==> config.mk <==
export PLATFORM = sky130hd
export DESIGN_NAME = arb_rr
export DESIGN_NICKNAME = d
export VERILOG_FILES = /design/src/rtl/arb_rr.sv
export SDC_FILE = /design/constraint.sdc
export NUM_CORES = 1
export LEC_CHECK = 0
export ABC_AREA = 1
export BUFFER_PORTS_ARGS = -buffer_cell sky130_fd_sc_hd__buf_2
export CAP_MARGIN = 10
export CELL_PAD_IN_SITES_DETAIL_PLACEMENT = 0
export CELL_PAD_IN_SITES_GLOBAL_PLACEMENT = 1
export CORE_MARGIN = 4
export CORE_UTILIZATION = 44
export DETAILED_ROUTE_END_ITERATION = 10
export PLACE_DENSITY = 0.88
export RECOVER_POWER = 50
export REMOVE_ABC_BUFFERS = 1
export SYNTH_ARGS = -nofsm -noshare
export SYNTH_HDL_FRONTEND = slang
export SYNTH_SLANG_ARGS = --single-unit
==> constraint.sdc <==
create_clock -name clk -period 4.6 [get_ports clk]
set_input_delay 0.92 -clock clk [delete_from_list [all_inputs] [get_ports clk]]
set_output_delay 0.92 -clock clk [all_outputs]
set_load 0.01 [all_outputs]
==> src/rtl/arb_rr.sv <==
// arb_rr: registered N-way arbiter with a valid/ack grant handshake.
// Supports fixed priority (RR=0) and round-robin rotating priority (RR=1).
// The search direction is set by FROM_LSB. A grant is held until the consumer
// acks it, the requester withdraws, or lock keeps it for another transfer.
module arb_rr #(
   parameter int N        = 8,
   parameter bit FROM_LSB = 1'b1,
   parameter bit RR       = 1'b1,
   parameter int IDX_W    = $clog2(N)
) (
   input  logic             clk,
   input  logic             arst_n,
   input  logic [N-1:0]     i_req,
   input  logic             i_ack,
   input  logic             i_lock,
   output logic             o_gnt_vld,
   output logic [N-1:0]     o_gnt,
   output logic [IDX_W-1:0] o_gnt_idx
);

   typedef enum logic [0:0] {
      IDLE  = 1'b0,
      GRANT = 1'b1
   } state_t;

   localparam logic [IDX_W-1:0] LAST    = IDX_W'(N - 1);
   localparam logic [IDX_W-1:0] PTR_RST = FROM_LSB ? '0 : LAST;

   state_t           state_q, state_d;
   logic [IDX_W-1:0] ptr_q, ptr_d;
   logic             gntVld_q, gntVld_d;
   logic [IDX_W-1:0] gntIdx_q, gntIdx_d;
   logic [N-1:0]     gnt_q, gnt_d;

   logic [IDX_W-1:0] ackPtr;
   logic [IDX_W:0]   idleWin;
   logic [IDX_W:0]   ackWin;

   // The slot one beyond idx in the rotation direction, wrapping at either end.
   function automatic logic [IDX_W-1:0] stepPtr(input logic [IDX_W-1:0] idx);
      if (FROM_LSB) begin
         return (idx == LAST) ? '0 : idx + 1'b1;
      end else begin
         return (idx == '0) ? LAST : idx - 1'b1;
      end
   endfunction

   // The first set request starting at ptr and walking once around the ring.
   // The result is {found, index}.
   function automatic logic [IDX_W:0] findWinner(input logic [N-1:0]     req,
                                                  input logic [IDX_W-1:0] ptr);
      logic             found;
      logic [IDX_W-1:0] idx;
      logic [IDX_W-1:0] slotIdx;
      int               slot;
      found = 1'b0;
      idx   = '0;
      for (int k = 0; k < N; k++) begin
         if (FROM_LSB) begin
            slot = (int'(ptr) + k) % N;
         end else begin
            slot = (int'(ptr) - k + N) % N;
         end
         slotIdx = IDX_W'(slot);
         if (!found && req[slotIdx]) begin
            found = 1'b1;
            idx   = slotIdx;
         end
      end
      return {found, idx};
   endfunction

   // Next-state logic. On a completed (unlocked) ack the pointer moves first,
   // and the same cycle re-arbitrates from the new pointer. This lets a
   // waiting client take over without an idle bubble. A withdrawn request
   // leaves the pointer alone, so the same client keeps its turn later.
   always_comb begin
      state_d  = state_q;
      ptr_d    = ptr_q;
      gntVld_d = gntVld_q;
      gntIdx_d = gntIdx_q;
      ackPtr   = RR ? stepPtr(gntIdx_q) : PTR_RST;
      idleWin  = findWinner(i_req, ptr_q);
      ackWin   = findWinner(i_req, ackPtr);
      unique case (state_q)
         IDLE: begin
            if (idleWin[IDX_W]) begin
               state_d  = GRANT;
               gntVld_d = 1'b1;
               gntIdx_d = idleWin[IDX_W-1:0];
            end
         end
         GRANT: begin
            if (!i_req[gntIdx_q] && !i_ack) begin
               state_d  = IDLE;
               gntVld_d = 1'b0;
               gntIdx_d = '0;
            end else if (i_ack && i_lock) begin
               state_d = GRANT;
            end else if (i_ack) begin
               ptr_d = ackPtr;
               if (ackWin[IDX_W]) begin
                  state_d  = GRANT;
                  gntIdx_d = ackWin[IDX_W-1:0];
               end else begin
                  state_d  = IDLE;
                  gntVld_d = 1'b0;
                  gntIdx_d = '0;
               end
            end
         end
         default: begin
            state_d  = IDLE;
            gntVld_d = 1'b0;
            gntIdx_d = '0;
         end
      endcase
      gnt_d = N'(gntVld_d) << gntIdx_d;
   end

   // State, pointer and all outputs are registered. Reset clears them at once.
   always_ff @(posedge clk or negedge arst_n) begin
      if (!arst_n) begin
         state_q  <= IDLE;
         ptr_q    <= PTR_RST;
         gntVld_q <= 1'b0;
         gntIdx_q <= '0;
         gnt_q    <= '0;
      end else begin
         state_q  <= state_d;
         ptr_q    <= ptr_d;
         gntVld_q <= gntVld_d;
         gntIdx_q <= gntIdx_d;
         gnt_q    <= gnt_d;
      end
   end

   assign o_gnt_vld = gntVld_q;
   assign o_gnt     = gnt_q;
   assign o_gnt_idx = gntIdx_q;

   // Grant outputs must stay mutually consistent on every cycle.
   aOneHot: assert property (@(posedge clk) disable iff (!arst_n) $onehot0(o_gnt));
   aVldAny: assert property (@(posedge clk) disable iff (!arst_n) o_gnt_vld == (|o_gnt));
   aIdxGnt: assert property (@(posedge clk) disable iff (!arst_n)
                             o_gnt == (N'(o_gnt_vld) << o_gnt_idx));

endmodule

==> results.yml <==
status:
  outcome: "complete, no violations"
cells_and_area:
  fillers: 549
  antenna_cells: 0
  multiInputGateArea_sq_um: 1590
  instances_no_fill: 462
  regArea_sq_um: 400
  areaGrowthSynthToFinish_pct: 6.38
  nets: 414
  drive_above_1_share_pct: 15.2
setup_path:
  critPathLaunchType: "register"
  crit_path_end_kind: "register"
  critPathArrivalTime_ns: 3.61
  crit_path_max_fanout: 20
  path_class: "register to register"
  cp_data_required_time_ns: 4.73
logic_synthesis:
  yosysWarnings: 0
  synthFlopType: "dfrtp_1"
  synth_edf_count: 0
  ys_seq_elements: 16
  syn-cell-area_sq_um: 2240
  synthArstFlopShare_pct: 100
  ys_types: 39
  syn_inst: 379
  avgSynthCellArea_sq_um: 5.90
  yosysSeqAreaShare_pct: 17.9
clock_network:
  cts.htree.levels: 1
  post-cts-setup-buffer-count: 0
  clock_sinks: 16
  ctsResizeCount: 0
  cts_root_buffer: "clkbuf_8"
  path_clk_slew_ns: 0.06
  cts_buffer_depth: 2
  cts_buffers: 3
  hold_buffers: 0
  clock_latency_ns: 0.24
  cts_tree: "built"
grt:
  grt_antenna_before_repair: 0
  grt_max_degree: 21
  grt_pass1_wl_um: 10100
  grt_usage_pct: 19.7
  grt-ovfl-total: 0
  grt_pass1_vias: 2203
flow_run:
  drv_cap: 0
placed_design:
  dp.cells: 459
  portBuffers: 23
  post-place-ws_ns: 1.18
  place_hpwl_um: 4820
  gp_congestion: 0.887
die:
  die_y_um: 79.3
  fp.dieW_um: 79.3
  pin_count: 24
  core_area_sq_um: 4820
  num_rows: 25
  die_area_sq_um: 6290
  initial_core_util_pct: 46.4
sta:
  clock.fmax_mhz: 287
  rsz0062_at_grt: "no"
  fin_crit_ns: 3.48
  holdWs_ns: 0.565
  fin_skew_ns: 0.00207
  max_slew_margin_pct: 45.7
  fin_setup_tns_ns: 0
  setup_viol: 0
  layout_setup_ws_ns: 1.12
  tightest_slew_ns: 0.815
  period_share_pct: 75.7
  maxSlewViolCount: 0
  finalHoldViolCount: 0
drt:
  routed_wl_um: 5980
  wl_per_cell_um: 12.9
  via_per_inst: 5.18
  vias: 2393
  drt_iter0_drc: 129
  final_antenna_net_count: 0
  dr.pass1.iters: 4
  drc_errors: 0
worst_hold_path:
  hp-class: "register to register"
-- synth_stat cells (all sizes together), types with 2 or more instances --
library cell	instances	share of area, %
a21oi	4	0.89
buf	10	4.0
dfrtp	16	18
ha	5	2.8
inv	42	7.0
nand2	153	28
nand3	65	16
nand3b	2	0.67
nand4	6	1.7
nor2	30	7.0
nor3	5	1.3
o211ai	6	2.2
o21ai	20	5.1
o22ai	2	0.56
xnor2	3	1.2
xor2	3	1.5
-- stage by stage --
stage / cell area, sq um / util (%)
6_report: 2380 / 49.4
5_1_grt: 2380 / 49.4
4_1_cts: 2390 / 49.6
3_5_place_dp: 2350 / 48.7
3_3_place_gp: 2350 / 48.7
2_1_floorplan: 2150 / -
-- layout by cell type (no fill, tap or decap), drive strengths merged, types with 2 or more instances in the layout --
cell    netlist  layout
a21oi         4       4
buf          10      16
clkbuf        0      10
dfrtp        16      16
ha            5       5
inv          42      42
nand2       153     153
nand3        65      65
nand3b        2       2
nand4         6       6
nor2         30      30
nor3          5       5
o211ai        6       6
o21ai        20      20
o22ai         2       2
xnor2         3       3
xor2          3       3
-- sequential cells by signal, indices dropped and copies added (netlist names) --
signal     flops
o_gnt          8
o_gnt_vld      1
state_q        1
o_gnt_idx      3
ptr_q          3
-- path summary, 6_finish.rpt --
path | startpoint | endpoint | slack (ns) | cells after the start
max in group asynchronous | arst_n | o_gnt_idx[0] | 3.35 | 1
max | o_gnt_idx[0] | o_gnt[6] | 1.12 | 18
max reg2reg | o_gnt_idx[0] | o_gnt[6] | 1.12 | 18
min reg2reg | o_gnt_vld | o_gnt_vld | 0.57 | 2
min in group asynchronous | arst_n | o_gnt[7] | 0.75 | 1
min | o_gnt_vld | o_gnt_vld | 0.57 | 2
-- final cells by class --
cell class | instances | share of cell area [%]
Tap cell | 67 | 3.52
Multi-Input combinational cell | 310 | 66.6
Sequential cell | 16 | 16.8
Inverter | 43 | 6.83
Timing Repair Buffer | 23 | 4.47
Clock buffer | 3 | 1.74
-- layer usage --
metal | track usage [%] | vias up | routed length [um]
met3 | 2.27 | 11 | 193
met5 | 0 | - | 0
met1 | 26.6 | 1065 | 2830
met4 | 3.78 | 0 | 78
li1 | - | 1269 | -
met2 | 33.8 | 48 | 2880
-- worst max-delay path, cell delays in order, from the launching register on --
cell	delay (ns)
dfrtp_1	0.53
ha_1	0.30
ha_1	0.22
nor2_2	0.59
nand2_1	0.22
nand3_1	0.15
nand3_1	0.09
nand2_1	0.14
nand3_2	0.15
nor2_4	0.14
nand4_1	0.11
o21ai_1	0.16
nand2_1	0.06
nand2_1	0.05
nand2_1	0.10
nand3_1	0.17
inv_2	0.04
nand2_1	0.08
nor2_1	0.05
-- kinds of logic after synthesis --
kind of cell,after synthesis,share of synthesized area [%]
flip-flops,16,17.9
AO/OA/AOI/OAI,37,10.5
XOR/XNOR,6,2.69
adder cells (fa/ha/maj),5,2.80
buffers and inverters,53,11.2
AND/OR/NAND/NOR,262,54.9
Power is not shown: default switching activity piles up to over one toggle a cycle in this logic, so the estimate is an artifact.
